### config.mk
export PLATFORM = sky130hd
export DESIGN_NAME = acc_alu_seq
export DESIGN_NICKNAME = d
export VERILOG_FILES = /design/src/rtl/acc_alu_seq.sv
export SDC_FILE = /design/constraint.sdc
export NUM_CORES = 1
export LEC_CHECK = 0
export CORE_AREA = 8 8 117 119
export DETAILED_ROUTE_END_ITERATION = 8
export DIE_AREA = 0 0 125 127
export PLACE_DENSITY = 0.74
export SYNTH_ARGS = -nofsm -noshare
export SYNTH_HDL_FRONTEND = slang
export SYNTH_SLANG_ARGS = --single-unit
### constraint.sdc
create_clock -name clk -period 5.54 [get_ports clk]
set_input_delay 0.831 -clock clk [delete_from_list [all_inputs] [get_ports clk]]
set_output_delay 0.831 -clock clk [all_outputs]
set_load 0.01 [all_outputs]
### src/rtl/acc_alu_seq.sv
// Sequenced accumulator datapath: AC/MDR registers and an ALU that runs one
// instruction per start/done handshake, with bit-serial shift and shift-add multiply.
module acc_alu_seq #(
  parameter int WIDTH   = 8,
  parameter int SHAMT_W = 3
) (
  input  logic               clk,
  input  logic               reset,
  input  logic               start,
  input  logic [3:0]         opcode,
  input  logic [SHAMT_W-1:0] imm,
  input  logic               mdr_load,
  input  logic               ac_load,
  input  logic [WIDTH-1:0]   mdr_in,
  output logic               busy,
  output logic               done,
  output logic               err,
  output logic [WIDTH-1:0]   ac_out,
  output logic [WIDTH-1:0]   mdr_out,
  output logic               zflg,
  output logic               nflg,
  output logic               cflg,
  output logic               vflg
);

  localparam int MCW = $clog2(WIDTH + 1);

  typedef enum logic [1:0] {IDLE, EXEC, SHIFT, MUL} state_t;
  typedef enum logic [3:0] {
    OP_NOP = 4'h0, OP_LDA = 4'h1, OP_ADD = 4'h2, OP_SUB = 4'h3,
    OP_AND = 4'h4, OP_OR  = 4'h5, OP_XOR = 4'h6, OP_NOT = 4'h7,
    OP_SHL = 4'h8, OP_SHR = 4'h9, OP_MUL = 4'hA, OP_CLR = 4'hB
  } op_t;

  state_t               state, state_nx;
  op_t                  op_q;
  logic [SHAMT_W-1:0]   cnt;
  logic [MCW-1:0]       mcnt;
  logic [WIDTH-1:0]     ac, mdr, sh, sh_nx, mplier, res;
  logic [2*WIDTH-1:0]   prod, prod_nx, mcand;
  logic [WIDTH:0]       sum;
  logic                 sh_c, cf, vf, commit, upd, err_nx;
  logic                 sh_last, mul_last;

  assign busy    = (state != IDLE);
  assign ac_out  = ac;
  assign mdr_out = mdr;

  // imm=0 still spends one SHIFT cycle, so the last cycle is cnt of 0 or 1
  assign sh_last  = (cnt <= SHAMT_W'(1));
  assign mul_last = (mcnt == MCW'(WIDTH - 1));

  always_ff @(posedge clk) begin
    if (reset) state <= IDLE;
    else       state <= state_nx;
  end

  always_comb begin
    state_nx = state;
    case (state)
      IDLE: begin
        if (start) begin
          case (op_t'(opcode))
            OP_SHL, OP_SHR: state_nx = SHIFT;
            OP_MUL:         state_nx = MUL;
            default:        state_nx = EXEC;
          endcase
        end
      end
      EXEC:    state_nx = IDLE;
      SHIFT:   if (sh_last)  state_nx = IDLE;
      MUL:     if (mul_last) state_nx = IDLE;
      default: state_nx = IDLE;
    endcase
  end

  always_comb begin
    sh_nx = sh;
    sh_c  = 1'b0;
    if (cnt != '0) begin
      if (op_q == OP_SHL) begin
        sh_c  = sh[WIDTH-1];
        sh_nx = {sh[WIDTH-2:0], 1'b0};
      end else begin
        sh_c  = sh[0];
        sh_nx = {sh[WIDTH-1], sh[WIDTH-1:1]};
      end
    end
    prod_nx = mplier[0] ? prod + mcand : prod;
  end

  always_comb begin
    commit = 1'b0;
    upd    = 1'b0;
    err_nx = 1'b0;
    res    = ac;
    cf     = 1'b0;
    vf     = 1'b0;
    sum    = '0;
    case (state)
      EXEC: begin
        commit = 1'b1;
        upd    = 1'b1;
        case (op_q)
          OP_NOP: upd = 1'b0;
          OP_LDA: res = mdr;
          OP_ADD: begin
            sum = {1'b0, ac} + {1'b0, mdr};
            res = sum[WIDTH-1:0];
            cf  = sum[WIDTH];
            vf  = (ac[WIDTH-1] == mdr[WIDTH-1]) && (res[WIDTH-1] != ac[WIDTH-1]);
          end
          OP_SUB: begin
            sum = {1'b0, ac} - {1'b0, mdr};
            res = sum[WIDTH-1:0];
            cf  = sum[WIDTH];
            vf  = (ac[WIDTH-1] != mdr[WIDTH-1]) && (res[WIDTH-1] != ac[WIDTH-1]);
          end
          OP_AND: res = ac & mdr;
          OP_OR:  res = ac | mdr;
          OP_XOR: res = ac ^ mdr;
          OP_NOT: res = ~ac;
          OP_CLR: res = '0;
          default: begin
            upd    = 1'b0;
            err_nx = 1'b1;
          end
        endcase
      end
      SHIFT: begin
        if (sh_last) begin
          commit = 1'b1;
          upd    = 1'b1;
          res    = sh_nx;
          cf     = sh_c;
        end
      end
      MUL: begin
        if (mul_last) begin
          commit = 1'b1;
          upd    = 1'b1;
          res    = prod_nx[WIDTH-1:0];
          vf     = |prod_nx[2*WIDTH-1:WIDTH];
        end
      end
      default: ;
    endcase
  end

  always_ff @(posedge clk) begin
    if (reset) begin
      ac     <= '0;
      mdr    <= '0;
      op_q   <= OP_NOP;
      cnt    <= '0;
      mcnt   <= '0;
      sh     <= '0;
      prod   <= '0;
      mcand  <= '0;
      mplier <= '0;
      done   <= 1'b0;
      err    <= 1'b0;
      zflg   <= 1'b0;
      nflg   <= 1'b0;
      cflg   <= 1'b0;
      vflg   <= 1'b0;
    end else begin
      done <= 1'b0;
      err  <= 1'b0;
      case (state)
        IDLE: begin
          if (start) begin
            op_q   <= op_t'(opcode);
            cnt    <= imm;
            sh     <= ac;
            mcnt   <= '0;
            prod   <= '0;
            mcand  <= {{WIDTH{1'b0}}, ac};
            mplier <= mdr;
          end else begin
            if (mdr_load) mdr <= mdr_in;
            if (ac_load)  ac  <= mdr_in;
          end
        end
        SHIFT: begin
          sh  <= sh_nx;
          cnt <= cnt - 1'b1;
        end
        MUL: begin
          prod   <= prod_nx;
          mcand  <= {mcand[2*WIDTH-2:0], 1'b0};
          mplier <= {1'b0, mplier[WIDTH-1:1]};
          mcnt   <= mcnt + 1'b1;
        end
        default: ;
      endcase
      if (commit) begin
        ac   <= res;
        done <= 1'b1;
        err  <= err_nx;
        if (upd) begin
          zflg <= (res == '0);
          nflg <= res[WIDTH-1];
          cflg <= cf;
          vflg <= vf;
        end
      end
    end
  end

endmodule
# Word level (Yosys, flattened, before mapping)
# Index checks and enable logic that the tools add are counted.
[op_classes]
n_reduce_logical = 23
div = 0
n_eq_ne = 24
multipliers = 0
mux = 43
magnitude_cmp = 1
bitwise = 7
add_sub_neg = 5
shifts = 0
[ops]
columns = ["op", "n"]
rows = [
  ["$mux 8", 10],
  ["$pmux 16 s2", 2],
  ["$pmux 8 s8", 1],
  ["$mux 16", 3],
  ["$pmux 8 s2", 2],
  ["$pmux 8 s3", 1],
  ["$eq 4x3->1 const B", 5],
  ["$eq 4x4->1 const B", 5],
  ["$add 16x16->16", 1],
  ["$reduce_or 8->1", 2],
  ["$reduce_bool 2->1", 5],
  ["$add 8x8->9", 1],
  ["$mux 1", 9],
  ["$reduce_and 3->1", 3],
  ["$reduce_or 9->1", 1],
  ["$sub 8x8->9", 1],
  ["$and 8x8->8", 1],
  ["$eq 4x2->1 const B", 2],
  ["$logic_not 8->1", 1],
  ["$not 8->8", 1],
  ["$or 8x8->8", 1],
  ["$pmux 1 s2", 4],
  ["$pmux 2 s4", 1],
  ["$pmux 4 s2", 1],
  ["25 further kinds", 39],
]
[totals]
mem_bits_ro = 0
latch_bits = 0
mem_count = 0
input_bits = 20
mem_bits_rw = 0
regBits = 83

# Logic depth before layout (Yosys ltp)
# Gate-level depths: netlist (run 1).
[depth]
depth_word = 6
mapped_depth = 12

# Worst setup path after synthesis (run 1)
# No wires, ideal clock.
[synth_timing]
path_kind = "register to register"
start = "register ac[0], in the netlist ac_out[0]"
end = "register zflg"
arrival_time_ps = 2480
path_slack_ps = 2944
required_time_ps = 5424
stages_incl_launch_ff = 11
setup_ps = 116
path_cell_list = "dfxtp_1 > ha_1 > inv_1 > fa_1 > nand2_1 > o21ai_0 > mux4_2 > o311ai_1 > nor4_1 > and4_1 > a31o_1"
[synth_between]
elab_chain_cells = 4
elab_cells_between_ends = 11
cone_classes = "add/sub: 2; mux: 4; bitwise: 4; reduce/logical: 1"
[synth_rtl]
columns = ["item", "line_no", "text"]
rows = [
  ["start, declared", "39", "logic [WIDTH-1:0] ac, mdr, sh, sh_nx, mplier, res;"],
  ["start signal, assigned", "182", "if (ac_load) ac <= mdr_in;"],
  ["start signal, assigned", "198", "ac <= res;"],
  ["$sub 8x8->9, or another cell as far along", "114", "sum = {1'b0, ac} - {1'b0, mdr};"],
  ["$pmux 8 s8", "104", "case (op_q)"],
  ["$pmux 8 s3 *", "100", "case (state)"],
  ["$logic_not 8->1 *", "202", "zflg <= (res == '0);"],
  ["end signal, assigned", "202", ""],
  ["end, declared", "20", "output logic zflg,"],
]
# Every way passes the cells marked *; elsewhere a longest branch is shown, timed or not.
# A chain may end at the register's enable or synchronous reset.

# Worst setup path after layout (run 1)
[layout_timing]
start = "register state[1]"
end = "output busy"
[layout_between]
elab_chain_cells = 1
[layout_rtl]
columns = ["item", "line_no", "text"]
rows = [
  ["start, declared", "35", "state_t state, state_nx;"],
  ["start signal, assigned", "55", "else state <= state_nx;"],
  ["$reduce_bool 2->1", "45", "assign busy = (state != IDLE);"],
  ["end, declared", "15", "output logic busy,"],
]
# No other way between the ends.

==> results of run 1 <==
==> cells by family (layout without fill, tap and decap cells) <==
group	after synthesis	in the layout
buffers and inverters	94	111
flip-flops	83	83
adder cells (fa/ha/maj)	52	52
XOR/XNOR	15	15
AO/OA/AOI/OAI	250	250
AND/OR/NAND/NOR	269	269
multiplexers	44	44
==> power by group <==
part / internal (W) / switching, W
Clock: 0.000316 / 0.000291
Sequential: 0.000641 / 0.0000843
Combinational: 0.000219 / 0.000352
Total: 0.00118 / 0.000727
==> synth_stat cells (4+ instances only) <==
library cell	n	area share, %
o21a_1	12	1.4
inv_1	46	2.7
nand3b_1	6	0.71
nor3b_1	4	0.47
a21oi_1	48	3.8
a311oi_1	7	0.96
mux2i_1	38	6.0
o211ai_1	9	1.1
nand2_1	72	4.2
o31a_1	4	0.55
nor2b_1	11	1.1
xor2_1	5	0.69
o21ai_0	24	1.9
dfxtp_1	83	26
a2bb2oi_1	5	0.69
o21ai_1	10	0.79
a31oi_1	8	0.79
clkbuf_1	26	1.5
a211oi_1	37	4.4
o22ai_1	4	0.39
buf_2	11	0.86
nor3_1	18	1.4
nand3_1	27	2.1
or3_1	4	0.39
ha_1	49	9.6
a21o_1	6	0.71
xnor2_1	10	1.4
nor2_1	100	5.9
o221ai_1	4	0.55
nand2b_1	9	0.88
o21bai_1	7	0.82
a32oi_1	5	0.69
a22oi_1	24	2.8
==> registers in the layout, indices dropped and copies added, names as in the netlist, 2 cells and up <==
signal	cells
mplier	8
mcnt	4
op_q	4
mdr_out	8
sh	8
cnt	3
prod	16
ac_out	8
mcand	16
state	2
==> cell type report <==
| class | count | area [µm²] | area share (%) |
|---|---|---|---|
| multi-input combinational | 630 | 4320 | 60.9 |
| sequential | 83 | 1660 | 23.4 |
| timing repair buffer | 47 | 453 | 6.39 |
| clock buffer | 9 | 225 | 3.18 |
| tap | 147 | 184 | 2.59 |
| inverter | 48 | 180 | 2.54 |
| clock inverter | 7 | 71.3 | 1.01 |
==> stage by stage <==
stage	hold WS, ps	total power (W)	utilization (%)	cells
after floorplan	445	0.00110	-	807
after global placement	464	0.00129	57.5	955
after detailed placement	478	0.00130	57.5	955
after CTS	489	0.00190	60.0	971
after global routing	509	0.00200	60.0	971
final	483	0.00190	60.0	971
==> how the worst min path moves through the flow <==
stage	from	end	depth (start not counted)
finish	cnt[1]	cnt[1]	2
global route	cnt[1]	cnt[1]	2
CTS	cnt[1]	cnt[1]	2
detailed placement	cnt[1]	cnt[1]	2
global placement	cnt[1]	cnt[1]	2
floorplan	cnt[1]	cnt[1]	2
==> cells in the final DEF (no fill, tap or decap), drive strengths merged, types with 24 or more instances in the layout <==
master,Yosys,final
nor2,102,102
dfxtp,83,83
nand2,72,72
inv,48,51
ha,49,49
a21oi,49,49
clkdlybuf4s50,0,41
mux2i,39,39
a211oi,39,39
o21ai,34,34
nand3,27,27
a22oi,24,24
==> layer usage <==
| metal | global-route usage, % | vias up | routed length (µm) | part of all wire [%] |
|---|---|---|---|---|
| met5 | 0 | - | 0 | 0 |
| met4 | 10.7 | 0 | 608 | 3.1 |
| met3 | 4.95 | 40 | 1160 | 6.0 |
| met2 | 39.6 | 191 | 8880 | 46 |
| met1 | 31.0 | 2930 | 8820 | 45 |
| li1 | - | 2967 | - | - |
==> worst min-delay path, cell delays in order, from the launching register on <==
cell     delay, ps
dfxtp_1        330
nand2_1         60
a21oi_1         50
==> reports/summary.txt, run 1 <==
Run status -> completed
CP Cell Sequence -> inv_1 > ha_1 > inv_1 > clkdlybuf4s50_1
Final setup violating endpoints -> 0
Setup crit end -> busy
DRC viols -> 0
Mux contribution to synthesized area -> 7.24%
Post-CTS Resized -> 0
Fin crit share -> 59.2%
Post-synth EDFFs -> 0
GRT Residual Overflow -> 0
Post-Syn Area -> 6370 µm²
Slew Viols, Final -> 0
Peak VDD IR -> 0.000132 V
Area growth from synthesis to layout -> 11.2%
Worst Tran Pin Value -> 1170 ps
Critical path's slowest cell -> ha_1
Minimum clock period -> 3280 ps
Reg2reg start -> op_q[3]
Design area -> 7090 µm²
Vias post-DR -> 6128
First-pass GRT wire length -> 31.5 mm
Post-CTS Setup Repair Bufs -> 0
Initial antenna violation count -> 0
Per-cell routed wire length -> 20.0 µm
CTS Buf Count -> 9
Clock transition at path regs -> 60 ps
Mapped Nets -> 879
Total track usage -> 24.5%
# diodes -> 0
Final Hold Vio Count -> 0
Crit. path cell count -> 4
Starting Density -> 54.0%
Worst setup SP type -> flop
Share of layout cells above drive strength 1 -> 5.22%
Main combinational cell family by area after synthesis -> compound AO/OA/AOI/OAI gates
Clk_skew -> 10.6 ps
Register area share after synthesis -> 26.1%
Average cell area after synthesis -> 7.90 µm²
Root buf cell -> clkbuf_16
Critical Path End Type -> output pin
Max H-tree Level -> 3
Crit path from -> state[1]
Critical Path RT -> 4710 ps
Max FO, Critical Path -> 18
Reg2reg setup slack -> 2380 ps
Post-synthesis xor/xnor area fraction -> 2.06%
Setup TNS -> 0 ps
Worst path arrival time -> 2450 ps
Syn Inst Count -> 807
Synth warnings -> 0
Clk_lat worst skew -> 360 ps
Top-Level Pins -> 43
Max Freq -> 305 MHz
Initial DRC count -> 583
Longest Clk Path Bufs -> 2
Async set or reset register ratio after synthesis -> 0%
Crit path kind -> reg -> out
HP Class -> reg -> reg
CP Buf/Inv Count -> 3
Largest net degree at the start of global routing -> 45
Adder-cell share of the synthesized area -> 10.6%
DRT antenna net count -> 0
Total wire length -> 19.5 mm
Delay-heaviest family, CP -> buffers and inverters
Die H -> 127 µm
Setup slack at placement -> 2390 ps
Fillcell total -> 1108
Vias per inst -> 6.31
Routability Congestion -> 1.03
Dpl hpwl -> 14.8 mm
Synth Area in Simple Gates -> 20.0%
CTS tree -> done
Main synth FF type -> dfxtp_1
Row count -> 40
Synth Area in Compound Gates -> 27.8%
Slew HR -> 21.4%
Synth unique cells -> 80
DP Area -> 6790 µm²
CP dominant cell by count -> inv_1
Reg2reg end -> ac_out[7]
Max incr delay on CP -> 650 ps
Max_cap viols -> 0
Flip-flop and latch count after synthesis -> 83
LEAKAGE -> 2.49 nW
Std-Cell Core Area -> 11800 µm²
Die Width -> 125 µm
Pre-antenna DRT Iters -> 5
Power Density -> 268 nW/µm²
Die area -> 15900 µm²
R2R depth -> 8
Final nets -> 891
Clock sinks -> 83
Vias in the first global route -> 5949
Setup ws final -> 2260 ps
Port buffer count -> 42
CTS Hold Bufs -> 0
RSZ-0062 raised after global routing -> no
Power figures use the tool's default switching activity.
==> inputs of run 2 (changes only) <==
--- a/config.mk
+++ b/config.mk
@@ -8,7 +8,7 @@
 export CORE_AREA = 8 8 117 119
 export DETAILED_ROUTE_END_ITERATION = 8
 export DIE_AREA = 0 0 125 127
-export PLACE_DENSITY = 0.74
+export PLACE_DENSITY = 0.77
 export SYNTH_ARGS = -nofsm -noshare
 export SYNTH_HDL_FRONTEND = slang
 export SYNTH_SLANG_ARGS = --single-unit
==> constraint.sdc (replaced) <==
create_clock -name clk -period 2.9 [get_ports clk]
set_input_delay 0.435 -clock clk [delete_from_list [all_inputs] [get_ports clk]]
set_output_delay 0.435 -clock clk [all_outputs]
set_load 0.01 [all_outputs]
==> reports/summary.txt, run 2 (synthesis results as in run 1) <==
Reg2reg setup slack -> 20 ps
Clk_skew -> 10.8 ps
Max H-tree Level -> 3
Top-Level Pins -> 43
Port buffer count -> 42
Cell total after placement -> 991
R2R depth -> 11
HP Class -> reg -> reg
Peak VDD IR -> 0.000337 V
Worst path arrival time -> 3120 ps
Most frequent cells in the layout -> nor2_1, dfxtp_1, nand2_1, ha_1, a21oi_1
Starting Density -> 54.0%
Setup ws final -> 17.0 ps
Clock power frac -> 32.1%
Critical Path RT -> 3140 ps
HP Start -> cnt[1]
LEAKAGE -> 2.68 nW
Minimum clock period -> 2880 ps
Largest net degree at the start of global routing -> 36
Post-CTS Setup Repair Bufs -> 0
Clock sinks -> 83
Vias per inst -> 6.43
Biggest regs -> mcand (16), prod (16)
Most common cell after layout, fill and taps aside -> nor2_1
Setup TNS -> 0 ps
Dpl hpwl -> 15.7 mm
GRT met3 Usage -> 4.99%
Min-Delay Endpoint -> cnt[1]
Post-CTS Resized -> 0
Max Freq -> 347 MHz
Slew HR -> 48.9%
Row count -> 40
Share of layout cells above drive strength 1 -> 9.42%
Worst Tran Pin Value -> 765 ps
Initial antenna violation count -> 0
Die area -> 15900 µm²
CTS Hold Bufs -> 0
DRC viols -> 0
Longest Clk Path Bufs -> 2
Std-Cell Core Area -> 11800 µm²
Worst setup SP type -> flop
Reg2reg start -> prod[0]
Initial DRC count -> 718
Max_cap viols -> 0
Slew Viols, Final -> 0
CTS tree -> done
Pre-antenna DRT Iters -> 5
# diodes -> 0
Final Hold Vio Count -> 0
Hold Path Stages -> 2
Area growth from synthesis to layout -> 15.9%
Non-Filler Instances -> 1007
Fin crit share -> 99.4%
Sw frac -> 37.2%
GR Layer Usage met1 -> 31.7%
Max FO, Critical Path -> 4
Busiest grt layer -> met2
Crit path kind -> reg -> reg
Final setup violating endpoints -> 0
Util after Layout -> 62.6%
Total wire length -> 20.8 mm
Net Sw Power -> 0.00141 W
Fillcell total -> 1053
Setup slack at placement -> 178 ps
GRT Residual Overflow -> 0
Die Width -> 125 µm
Vias in the first global route -> 6035
Critical Path End Type -> flop
Run status -> completed
Per-cell routed wire length -> 20.6 µm
Reg2reg end -> vflg
Power Density -> 512 nW/µm²
Root buf cell -> clkbuf_16
Total track usage -> 25.5%
Final nets -> 927
DRT antenna net count -> 0
Vias post-DR -> 6473
Comb pwr share -> 33.2%
Internal -> 0.00238 W
Clk_lat worst skew -> 360 ps
Routability Congestion -> 1.02
Met2 global-route usage -> 42.8%
Seq pwr share -> 34.7%
RSZ-0062 raised after global routing -> no
CTS Buf Count -> 9
First-pass GRT wire length -> 32.6 mm
Clock transition at path regs -> 70 ps
Die H -> 127 µm
==> run 2: changes by cell type in the layout (fill, tap and decap cells not counted), sizes merged <==
| cell | previous run | this run |
|---|---|---|
| buf | 6 | 42 |
| clkinvlp | 2 | 4 |
| inv | 51 | 49 |
| bufinv | 0 | 1 |
| clkinv | 2 | 1 |
==> run 2: metal layers <==
metal,routed length (µm),vias to the layer above
li1,-,3044
met1,8850,3073
met2,9680,298
met3,1510,58
met4,721,0
met5,0,-
==> run 2: worst max-delay path by stage <==
stage	from	endpoint	depth (start not counted)
6_report	prod[0]	vflg	11
3_5_place_dp	op_q[1]	zflg	9
3_3_place_gp	op_q[1]	zflg	9
2_1_floorplan	ac_out[0]	zflg	10
4_1_cts	mcand[0]	vflg	11
5_1_grt	ac_out[1]	ac_out[6]	10
==> run 2: power groups by stage <==
stage / Clock (W) / Combinational (W) / Sequential, W
after global placement: 0 / 0.00121 / 0.00133
after CTS: 0.00121 / 0.00123 / 0.00131
after detailed placement: 0 / 0.00122 / 0.00134
after global routing: 0.00126 / 0.00135 / 0.00132
final: 0.00121 / 0.00126 / 0.00131
after floorplan: 0 / 0.000771 / 0.00134
==> run 2: layout make-up <==
cell class                      instances  area (µm²)  share of cell area, %
Clock buffer                            9         225                   3.05
Inverter                               48         180                   2.44
Multi-Input combinational cell        630        4320                   58.5
Sequential cell                        83        1660                   22.5
Tap cell                              147         184                   2.49
Clock inverter                          7        77.6                   1.05
Timing Repair Buffer                   83         736                   9.96
==> run 2: worst max-delay path: stages (launching register included) <==
cell and delay [ps]:
dfxtp_1 360, ha_1 230, inv_1 70, fa_1 410, nor2b_1 170, o31a_1 260, o21ai_1 150, xor2_1 150
a21oi_1 110, a2111oi_0 480, and4_1 290, a31oi_1 80
==> run 2: metrics by stage <==
stage          instance area (µm²)  hold slack [ps]  total power, W
6_report                      7390              473         0.00378
5_1_grt                       7390              502         0.00394
4_1_cts                       7380              476         0.00375
3_5_place_dp                  7080              469         0.00255
3_3_place_gp                  7080              455         0.00254
2_1_floorplan                 6370              445         0.00211
